==> src/rtl/bpsk_rx_ber_pkg.sv <==
// -----------------------------------------------------------------------------
// bpsk_rx_ber_pkg
// Definitions shared by the BPSK receive/BER sink and the modulator next to it:
//   - checker FSM state encoding (LOAD, TRACK)
//   - PRBS9 defaults (x^9 + x^5 + 1)
//   - oversampling factor and phase-counter width
// -----------------------------------------------------------------------------
package bpsk_rx_ber_pkg;

   localparam int DEF_OVER_SAMP = 8;
   localparam int DEF_NB_COUNT  = 3;
   localparam int DEF_NB_PRBS   = 9;
   localparam int DEF_PRBS_TAP  = 5;

   typedef enum logic {
      ST_LOAD  = 1'b0,
      ST_TRACK = 1'b1
   } chk_state_e;

endpackage

==> src/rtl/bpsk_rx_ber_prbs_checker.sv <==
// -----------------------------------------------------------------------------
// bpsk_rx_ber_prbs_checker
// Self-synchronising PRBS checker. Seeds its history register from the first
// NB_PRBS received bits, then free-runs the generator and compares each
// received bit with the prediction. Lock is judged once per LOCK_WINDOW
// symbols; bit/error counters run only while locked.
// Ports:
//   clk          in   system clock
//   rst_i        in   synchronous reset, active high
//   bit_i        in   sliced symbol
//   bit_valid_i  in   bit_i is new this cycle
//   clear_i      in   zero both counters (lock state kept)
//   locked_o     out  checker locked
//   bit_count_o  out  symbols checked while locked (saturating)
//   err_count_o  out  mismatches while locked (saturating)
// -----------------------------------------------------------------------------
module bpsk_rx_ber_prbs_checker
   import bpsk_rx_ber_pkg::*;
#(
   parameter int NB_PRBS      = DEF_NB_PRBS,
   parameter int PRBS_TAP     = DEF_PRBS_TAP,
   parameter int LOCK_WINDOW  = 64,
   parameter int LOCK_ERR_MAX = 8,
   parameter int NB_BER_CNT   = 32
) (
   input  logic                  clk,
   input  logic                  rst_i,
   input  logic                  bit_i,
   input  logic                  bit_valid_i,
   input  logic                  clear_i,
   output logic                  locked_o,
   output logic [NB_BER_CNT-1:0] bit_count_o,
   output logic [NB_BER_CNT-1:0] err_count_o
);

   localparam int NB_LCNT = $clog2(NB_PRBS);
   localparam int NB_WCNT = $clog2(LOCK_WINDOW);
   localparam int NB_WERR = $clog2(LOCK_WINDOW + 1);

   localparam logic [NB_LCNT-1:0]    LOAD_LAST = NB_LCNT'(NB_PRBS - 1);
   localparam logic [NB_LCNT-1:0]    LCNT_ONE  = NB_LCNT'(1);
   localparam logic [NB_WCNT-1:0]    WIN_LAST  = NB_WCNT'(LOCK_WINDOW - 1);
   localparam logic [NB_WCNT-1:0]    WCNT_ONE  = NB_WCNT'(1);
   localparam logic [NB_WERR-1:0]    ERR_MAX   = NB_WERR'(LOCK_ERR_MAX);
   localparam logic [NB_BER_CNT-1:0] CNT_ONE   = NB_BER_CNT'(1);

   chk_state_e            state_q, state_d;
   logic [NB_PRBS-1:0]    r_q, r_d;
   logic [NB_LCNT-1:0]    load_cnt_q, load_cnt_d;
   logic [NB_WCNT-1:0]    win_cnt_q, win_cnt_d;
   logic [NB_WERR-1:0]    win_err_q, win_err_d;
   logic                  locked_q, locked_d;
   logic [NB_BER_CNT-1:0] bit_cnt_q, bit_cnt_d;
   logic [NB_BER_CNT-1:0] err_cnt_q, err_cnt_d;

   logic                  pred;
   logic                  err;
   logic [NB_WERR-1:0]    win_err_inc;

   // Counter increment that sticks at all-ones instead of wrapping.
   function automatic logic [NB_BER_CNT-1:0] sat_inc(input logic [NB_BER_CNT-1:0] v,
                                                     input logic                  inc);
      if (inc && (v != '1)) begin
         return v + CNT_ONE;
      end
      return v;
   endfunction

   always_comb begin
      state_d     = state_q;
      r_d         = r_q;
      load_cnt_d  = load_cnt_q;
      win_cnt_d   = win_cnt_q;
      win_err_d   = win_err_q;
      locked_d    = locked_q;
      bit_cnt_d   = bit_cnt_q;
      err_cnt_d   = err_cnt_q;
      pred        = r_q[NB_PRBS-1] ^ r_q[PRBS_TAP-1];
      err         = 1'b0;
      win_err_inc = win_err_q;

      if (bit_valid_i) begin
         case (state_q)
            ST_LOAD: begin
               r_d = {r_q[NB_PRBS-2:0], bit_i};
               if (load_cnt_q == LOAD_LAST) begin
                  state_d    = ST_TRACK;
                  load_cnt_d = '0;
                  win_cnt_d  = '0;
                  win_err_d  = '0;
               end else begin
                  load_cnt_d = load_cnt_q + LCNT_ONE;
               end
            end
            ST_TRACK: begin
               // The prediction, not the received bit, feeds the history so a
               // channel error never propagates into later predictions.
               err         = bit_i ^ pred;
               r_d         = {r_q[NB_PRBS-2:0], pred};
               win_err_inc = win_err_q + NB_WERR'(err);
               if (win_cnt_q == WIN_LAST) begin
                  win_cnt_d = '0;
                  win_err_d = '0;
                  if (win_err_inc > ERR_MAX) begin
                     locked_d   = 1'b0;
                     state_d    = ST_LOAD;
                     load_cnt_d = '0;
                  end else begin
                     locked_d = 1'b1;
                  end
               end else begin
                  win_cnt_d = win_cnt_q + WCNT_ONE;
                  win_err_d = win_err_inc;
               end
               // Uses the lock flag from before this symbol, so the window
               // that drops lock is still counted.
               if (locked_q) begin
                  bit_cnt_d = sat_inc(bit_cnt_q, 1'b1);
                  err_cnt_d = sat_inc(err_cnt_q, err);
               end
            end
            default: state_d = ST_LOAD;
         endcase
      end

      if (clear_i) begin
         bit_cnt_d = '0;
         err_cnt_d = '0;
      end
   end

   always_ff @(posedge clk) begin
      if (rst_i) begin
         state_q    <= ST_LOAD;
         r_q        <= '0;
         load_cnt_q <= '0;
         win_cnt_q  <= '0;
         win_err_q  <= '0;
         locked_q   <= 1'b0;
         bit_cnt_q  <= '0;
         err_cnt_q  <= '0;
      end else begin
         state_q    <= state_d;
         r_q        <= r_d;
         load_cnt_q <= load_cnt_d;
         win_cnt_q  <= win_cnt_d;
         win_err_q  <= win_err_d;
         locked_q   <= locked_d;
         bit_cnt_q  <= bit_cnt_d;
         err_cnt_q  <= err_cnt_d;
      end
   end

   assign locked_o    = locked_q;
   assign bit_count_o = bit_cnt_q;
   assign err_count_o = err_cnt_q;

endmodule

==> src/rtl/bpsk_rx_ber.sv <==
// -----------------------------------------------------------------------------
// bpsk_rx_ber
// Receive end of the BPSK pulse-shaped PRBS loopback. Decimates the
// oversampled sample stream on a selectable phase, hard-slices each symbol
// (negative -> 1, zero/positive -> 0) and feeds the PRBS checker whose lock
// flag and bit/error counters are read by the host.
// Ports:
//   clk          in   system clock
//   i_rst        in   synchronous reset, active high
//   i_enable     in   sample strobe (oversampled rate)
//   i_data       in   signed sample, valid when i_enable=1
//   i_phase      in   sampling phase, 0..OVER_SAMP-1
//   i_clear      in   zero bit/error counters (lock state kept)
//   o_bit        out  sliced symbol
//   o_bit_valid  out  1-cycle pulse, o_bit is new
//   o_locked     out  PRBS checker locked
//   o_bit_count  out  symbols checked while locked (saturating)
//   o_err_count  out  mismatches while locked (saturating)
// -----------------------------------------------------------------------------
module bpsk_rx_ber
   import bpsk_rx_ber_pkg::*;
#(
   parameter int NB_INPUT     = 13,
   parameter int OVER_SAMP    = DEF_OVER_SAMP,
   parameter int NB_COUNT     = DEF_NB_COUNT,
   parameter int NB_PRBS      = DEF_NB_PRBS,
   parameter int PRBS_TAP     = DEF_PRBS_TAP,
   parameter int LOCK_WINDOW  = 64,
   parameter int LOCK_ERR_MAX = 8,
   parameter int NB_BER_CNT   = 32
) (
   input  logic                       clk,
   input  logic                       i_rst,
   input  logic                       i_enable,
   input  logic signed [NB_INPUT-1:0] i_data,
   input  logic        [NB_COUNT-1:0] i_phase,
   input  logic                       i_clear,
   output logic                       o_bit,
   output logic                       o_bit_valid,
   output logic                       o_locked,
   output logic      [NB_BER_CNT-1:0] o_bit_count,
   output logic      [NB_BER_CNT-1:0] o_err_count
);

   localparam logic [NB_COUNT-1:0]        CNT_LAST = NB_COUNT'(OVER_SAMP - 1);
   localparam logic [NB_COUNT-1:0]        CNT_ONE  = NB_COUNT'(1);
   localparam logic signed [NB_INPUT-1:0] ZERO_S   = '0;

   logic [NB_COUNT-1:0] phase_cnt_q, phase_cnt_d;
   logic                bit_q, bit_d;
   logic                bit_vld_q, bit_vld_d;
   logic                take;

   always_comb begin
      phase_cnt_d = phase_cnt_q;
      if (i_enable) begin
         phase_cnt_d = (phase_cnt_q == CNT_LAST) ? '0 : phase_cnt_q + CNT_ONE;
      end
      take      = i_enable && (phase_cnt_q == i_phase);
      bit_vld_d = take;
      // Sign test: zero slices to 0, any negative sample to 1.
      bit_d     = take ? (i_data < ZERO_S) : bit_q;
   end

   always_ff @(posedge clk) begin
      if (i_rst) begin
         phase_cnt_q <= '0;
         bit_q       <= 1'b0;
         bit_vld_q   <= 1'b0;
      end else begin
         phase_cnt_q <= phase_cnt_d;
         bit_q       <= bit_d;
         bit_vld_q   <= bit_vld_d;
      end
   end

   assign o_bit       = bit_q;
   assign o_bit_valid = bit_vld_q;

   bpsk_rx_ber_prbs_checker #(
      .NB_PRBS      (NB_PRBS),
      .PRBS_TAP     (PRBS_TAP),
      .LOCK_WINDOW  (LOCK_WINDOW),
      .LOCK_ERR_MAX (LOCK_ERR_MAX),
      .NB_BER_CNT   (NB_BER_CNT)
   ) u_checker (
      .clk         (clk),
      .rst_i       (i_rst),
      .bit_i       (bit_q),
      .bit_valid_i (bit_vld_q),
      .clear_i     (i_clear),
      .locked_o    (o_locked),
      .bit_count_o (o_bit_count),
      .err_count_o (o_err_count)
   );

endmodule

==> config.mk <==
export PLATFORM = sky130hd
export DESIGN_NAME = bpsk_rx_ber
export DESIGN_NICKNAME = d
export VERILOG_FILES = /design/src/rtl/bpsk_rx_ber_pkg.sv /design/src/rtl/bpsk_rx_ber_prbs_checker.sv /design/src/rtl/bpsk_rx_ber.sv
export SDC_FILE = /design/constraint.sdc
export NUM_CORES = 1
export LEC_CHECK = 0
export ABC_AREA = 1
export CORE_AREA = 10 10 126 128
export DETAILED_ROUTE_END_ITERATION = 8
export DIE_AREA = 0 0 136 138
export PLACE_DENSITY_LB_ADDON = 0.08
export SLEW_MARGIN = 40
export SYNTH_ARGS = -nofsm -noshare
export SYNTH_HDL_FRONTEND = slang
export SYNTH_HIERARCHICAL = 1
export SYNTH_SLANG_ARGS = --single-unit
export TNS_END_PERCENT = 20
==> constraint.sdc <==
create_clock -name clk -period 4.42 [get_ports clk]
set_clock_uncertainty 0.05 [all_clocks]
set_input_delay 0.884 -clock clk [delete_from_list [all_inputs] [get_ports clk]]
set_output_delay 0.884 -clock clk [all_outputs]
set_load 0.02 [all_outputs]
* Yosys cells after proc, flatten, opt, wreduce, memory -nomap -nowiden
Cells that the tools add are included.
** Word-level totals
- Bits in registers :: 97
- Output and inout port bits :: 67
- Word-level logic and storage cells :: 65
** Cells by class
- Add/subtract/negate cells :: 6
- $lt $le $gt $ge :: 2
- Eq/ne operators :: 9
- Multiplexer cells :: 26
- Bitwise gates (word level) :: 3
- Reduce and logical (&&, ||, !) cells :: 8
** Operator list (count)
- $add 32x1->32 const B :: 2
- $mux 32 :: 2
- $ne 32x32->1 const B :: 2
- $pmux 9 s2 :: 1
- $mux 7 :: 2
- $pmux 7 s2 :: 1
- $lt 13x1->1 const B :: 1
- $mux 4 :: 3
- $mux 6 :: 2
- $pmux 6 s2 :: 1
- $mux 1 :: 11
- $pmux 4 s2 :: 1
- $reduce_and 4->1 :: 2
- $add 7x1->7 :: 1
- $gt 7x4->1 const B :: 1
- $add 6x1->6 const B :: 1
- $eq 6x6->1 const B :: 1
- $reduce_and 3->1 :: 2
- $add 4x1->4 const B :: 1
- $eq 4x4->1 const B :: 1
- $ne 2x2->1 const B :: 2
- $add 3x1->3 const B :: 1
- $eq 3x3->1 :: 1
- $eq 3x3->1 const B :: 1
- other kinds (8) :: 10

* Logic depth before layout (Yosys ltp)
- Depth after elaboration :: 8
- Mapped depth :: 17
- Depth with buffers taken out :: 17

* Cells and area by module
The synthesis kept the hierarchy.
** By module, submodules not included
- bpsk_rx_ber_prbs_checker :: instances 1, cells each 872, area each 5587.9 µm²
- bpsk_rx_ber :: instances 1, cells each 39, area each 294.0 µm²

* Least setup slack after synthesis
Ideal clock, no wire load.
- Kind :: reg2reg
- Start :: register u_checker.r_q[8]
- End :: register u_checker.load_cnt_q[0]
- Library setup time :: 0.115 ns
- Arrival time :: 1.938 ns
- Required time :: 4.255 ns
- Path slack :: 2.317 ns
- Cell stages (with the launch flop) :: 18
- Clock period less this slack :: 2.103 ns
- Cell sequence :: dfxtp_1 > or2_1 > nand2_1 > nand2_1 > nand2_1 > inv_1 > ha_1 > ha_1 > nand2_1 > nor2_1 > nand3_1 > nand2_1 > nor2_1 > nand2_1 > nand2_1 > nand3_1 > nand2_1 > nor2_1
** Between the ends
- Cells in the longest elaborated chain, start to end :: 6
** Ends and longest elaborated chain
- start, declared :: line bpsk_rx_ber_prbs_checker.sv:48 : logic [NB_PRBS-1:0] r_q, r_d;
- start signal, assigned :: line bpsk_rx_ber_prbs_checker.sv:144 : r_q <= r_d;
- $xor 1x1->1 :: line bpsk_rx_ber_prbs_checker.sv:78 : pred = r_q[NB_PRBS-1] ^ r_q[PRBS_TAP-1];
- $xor 1x1->1 :: line bpsk_rx_ber_prbs_checker.sv:98 : err = bit_i ^ pred;
- $add 7x1->7 :: line bpsk_rx_ber_prbs_checker.sv:100 : win_err_inc = win_err_q + NB_WERR'(err);
- $gt 7x4->1 :: line bpsk_rx_ber_prbs_checker.sv:104 : if (win_err_inc > ERR_MAX) begin
- $ne 2x2->1 (no source line)
- $reduce_and 3->1 (no source line)
- end signal, assigned :: line bpsk_rx_ber_prbs_checker.sv:145 : load_cnt_q <= load_cnt_d;
- end, declared :: line bpsk_rx_ber_prbs_checker.sv:49 : logic [NB_LCNT-1:0] load_cnt_q, load_cnt_d;
Every way passes these cells.
A chain may end at the register's enable or synchronous reset.

* Worst setup path after layout
- Start :: register bit_vld_q (netlist: o_bit_valid)
- End :: output o_bit_valid
** RTL lines
- start, declared :: line bpsk_rx_ber.sv:51 : logic bit_vld_q, bit_vld_d;
- start signal, assigned :: line bpsk_rx_ber.sv:73 : bit_vld_q <= bit_vld_d;
- end, declared :: line bpsk_rx_ber.sv:39 : output logic o_bit_valid,
No word-level cell between the ends.

==> results by group <==
Finish
  • Share of layout cells above drive strength 1: 0.0735
  • Multi-input gate area: 3510 um^2
  • Final nets: 1003
  • Filler Cell Count: 1394
  • Area Growth Syn to Fin: 20.3%
  • Register area: around 2000 um^2
  • Final core utilization: 0.524
  • Final instance area: just over 7000 um^2
  • Ant diodes: 0

Synth
  • Synthesized area: approximately 6000 um^2
  • Main synth FF type: dfxtp_1
  • Post-synth EDFFs: 0
  • Adder and majority gate portion of the synthesized area: 0.0191
  • Post-synthesis sequential area ratio: 0.330
  • Seq cells post-synth: 97
  • Syn Inst Count: just over 900
  • Synth cell types: 38
  • Mux share of post-synthesis cell area: 0
  • Xor/xnor share of the synthesized area: 0.0462
  • Largest family of logic cells by synthesized area: simple AND/OR/NAND/NOR gates
  • Yosys warnings: 6
  • Synth Area in Compound Gates: 0.0936
  • Post-synth ARST share: 0
  • Syn Area/Cell: 6.46 um^2
  • Syn Nets: 940
  • Simple-gate share of the synthesized area: 0.439

Placed design
  • Cell Area, Placed: 6720 um^2
  • Detailed placement HPWL: 11.4 mm
  • Port Buffer Count: 74
  • Routability cong.: 0.876

GRT
  • First-pass GRT wire length: between 20 and 30 mm
  • GRT Overall Usage: 0.166
  • Vias in the first global route: between 5000 and 6000
  • Gr ovfl total: 0
  • Largest net degree at the start of global routing: a little under 60
  • Initial antenna violation count: 0

Drt
  • TritonRoute pass-1 iters: 7
  • Vias per cell: 5.03
  • DRC Markers: 0
  • Post-route ant nets: 0
  • WL/cell: 13.4 um
  • Via count: 5830
  • Detailed-route wire length: 15.6 mm
  • Initial DRC count: 297

CTS
  • Clock root buffer: clkbuf_16
  • CTS sink count: 97
  • CTS resizes: 0
  • Reg clk slew, reported paths: 70 ps
  • Hold Buf Count CTS: 0
  • Clk buf depth: 2
  • Skew-Pair Late Insertion Delay: 350 ps
  • H-Tree Depth: 3
  • # Post-CTS Setup Buffers: 0
  • CTS Buf Count: 9
  • CTS tree: done

STA
  • Slew @ Worst Pin: ~730 ps
  • Period utilization: 0.592
  • Unrepaired setup endpoints after global routing: no
  • Max Freq: 382 MHz
  • Setup violations, final: 0
  • Final hold vios: 0
  • Min Clock Period, post-route: 2620 ps
  • Setup TNS: 0 ps
  • Slew Limit Headroom: 0.514
  • Slew Limit Fails: 0

Status
  • Status: complete, no violations

Critical path
  • Crit path DAT: 1680 ps
  • CP cell instances: clkdlybuf4s50_1
  • Crit. End Element: output pin
  • Kind of critical path: reg -> out
  • Critical Path Fanout Max: 17
  • Critical Path RT: 3490 ps
  • Setup crit start kind: register
  • Slowest-stage cell, CP: clkdlybuf4s50_1
  • Slowest stage delay, CP: about 700 ps
  • CP delay by family, top: buffers and inverters
  • Buf+Inv Stages, Crit Path: 1

Power and ir drop
  • Combinational Power Share: 0.032
  • P_leak: 2.51 nW
  • Power Density: 258 nW/um^2
  • Clock share of power: 0.482
  • Int Power: 0.00143 W
  • Sequential power share: 0.486
  • Worst vdd ir: 0.000251 V
  • Switching Share: 0.216
  • Switch Pwr: 0.000394 W

Floorplanning
  • Starting Density: 0.436
  • Die X: 136 um
  • Cell Rows: 43
  • Core area: 13500 um^2
  • Ports: 87
  • Die height: between 100 and 150 um
  • Die area: ~19000 um^2

Job
  • Max_cap viols: 0

Worst hold path
  • Min-Delay Path Class: reg -> reg
## layout make-up
type / instances / share of cell area
clock buffer: 11 / 0.0357
clock inverter: 5 / 0.0120
inverter: 74 / 0.0400
multi-input combinational: 715 / 0.497
sequential: 97 / 0.275
tap: 180 / 0.0318
timing repair buffer: 77 / 0.109
## through the flow
stage	hold slack (ps)	setup slack, ps	cells	power [W]
4_1_cts	418	1550	1158	0.00185
3_5_place_dp	409	1500	1142	0.000967
5_1_grt	444	1580	1159	0.00188
2_1_floorplan	384	2320	911	0.000946
3_3_place_gp	405	1360	1142	0.000966
6_report	416	1800	1159	0.00183
## power by group through the flow
stage               Clock (W)  Combinational [W]  Sequential [W]
floorplan                   0          0.0000404        0.000906
global placement            0          0.0000595        0.000907
detailed placement          0          0.0000603        0.000907
CTS                  0.000900          0.0000605        0.000886
global route         0.000930          0.0000681        0.000887
finish               0.000880          0.0000592        0.000886
## path summary, 6_finish.rpt
path	start	endpoint	slack [ps]	depth (start not counted)
max	o_bit_valid	o_bit_valid	1800	1
min	u_checker/r_q[0]	u_checker/r_q[1]	420	2
max reg2reg	u_checker/err_count_o[0]	u_checker/err_count_o[30]	1860	9
min reg2reg	u_checker/r_q[0]	u_checker/r_q[1]	420	2
## state kept, by name, indices dropped and copies added (netlist names)
| signal | cells |
|---|---|
| u_checker/r_q | 9 |
| o_bit_valid | 1 |
| u_checker/state_q | 1 |
| u_checker/win_err_q | 7 |
| u_checker/win_cnt_q | 6 |
| u_checker/bit_count_o | 32 |
| o_bit | 1 |
| u_checker/err_count_o | 32 |
| phase_cnt_q | 3 |
| u_checker/load_cnt_q | 4 |
| u_checker/locked_o | 1 |
## Yosys cell counts, types with 6 or more instances
library cell,n,share of area
clkbuf_1,14,0.0089
dfxtp_1,97,0.33
nand4_1,14,0.015
nand3b_1,20,0.026
ha_1,9,0.019
inv_1,69,0.044
nor3_1,11,0.0094
nand3_1,75,0.064
a21oi_1,67,0.057
nor2_4,8,0.015
xor2_1,25,0.037
a21oi_2,11,0.016
nor2_2,6,0.0064
nor2_1,125,0.080
xnor2_1,6,0.0089
nand2_1,290,0.19
nand2_2,15,0.016
o21ai_0,17,0.014
## per-layer routing
layer | up-vias | wire, um | GRT usage
li1 | 3054 | - | -
met1 | 2668 | 7430 | 0.211
met2 | 98 | 7340 | 0.280
met3 | 10 | 617 | 0.0257
met4 | 0 | 161 | 0.0477
met5 | - | 0 | 0
## layout by cell type, fill, tap and decap left out, drive strengths merged
| cell | instances |
|---|---|
| nand2 | 308 |
| nor2 | 139 |
| dfxtp | 97 |
| nand3 | 78 |
| a21oi | 78 |
| clkdlybuf4s50 | 74 |
| inv | 73 |
| xor2 | 25 |
| nand3b | 21 |
| o21ai | 17 |
| nand4 | 14 |
| nor3 | 13 |
| clkbuf | 11 |
| ha | 9 |
| xnor2 | 6 |
| buf | 3 |
| clkinv | 3 |
| bufinv | 2 |
| o22ai | 2 |
| clkinvlp | 1 |
| or2 | 1 |
| o21bai | 1 |
| and3 | 1 |
| a211oi | 1 |
| a31oi | 1 |
## cell families (layout without fill, tap and decap cells)
group | Yosys count | in the layout
xor gates and xnor gates | 31 | 31
AOI/OAI and AO/OA | 100 | 100
adders and majority gates | 9 | 9
buffers and inverters | 99 | 167
and+or+nand+nor | 575 | 575
DFF | 97 | 97
## tightest hold or removal path: stages (launching register included)
cell     delay [ps]
dfxtp_1         300
inv_1            60
a21oi_1          60
(Power assumes the default switching activity.)
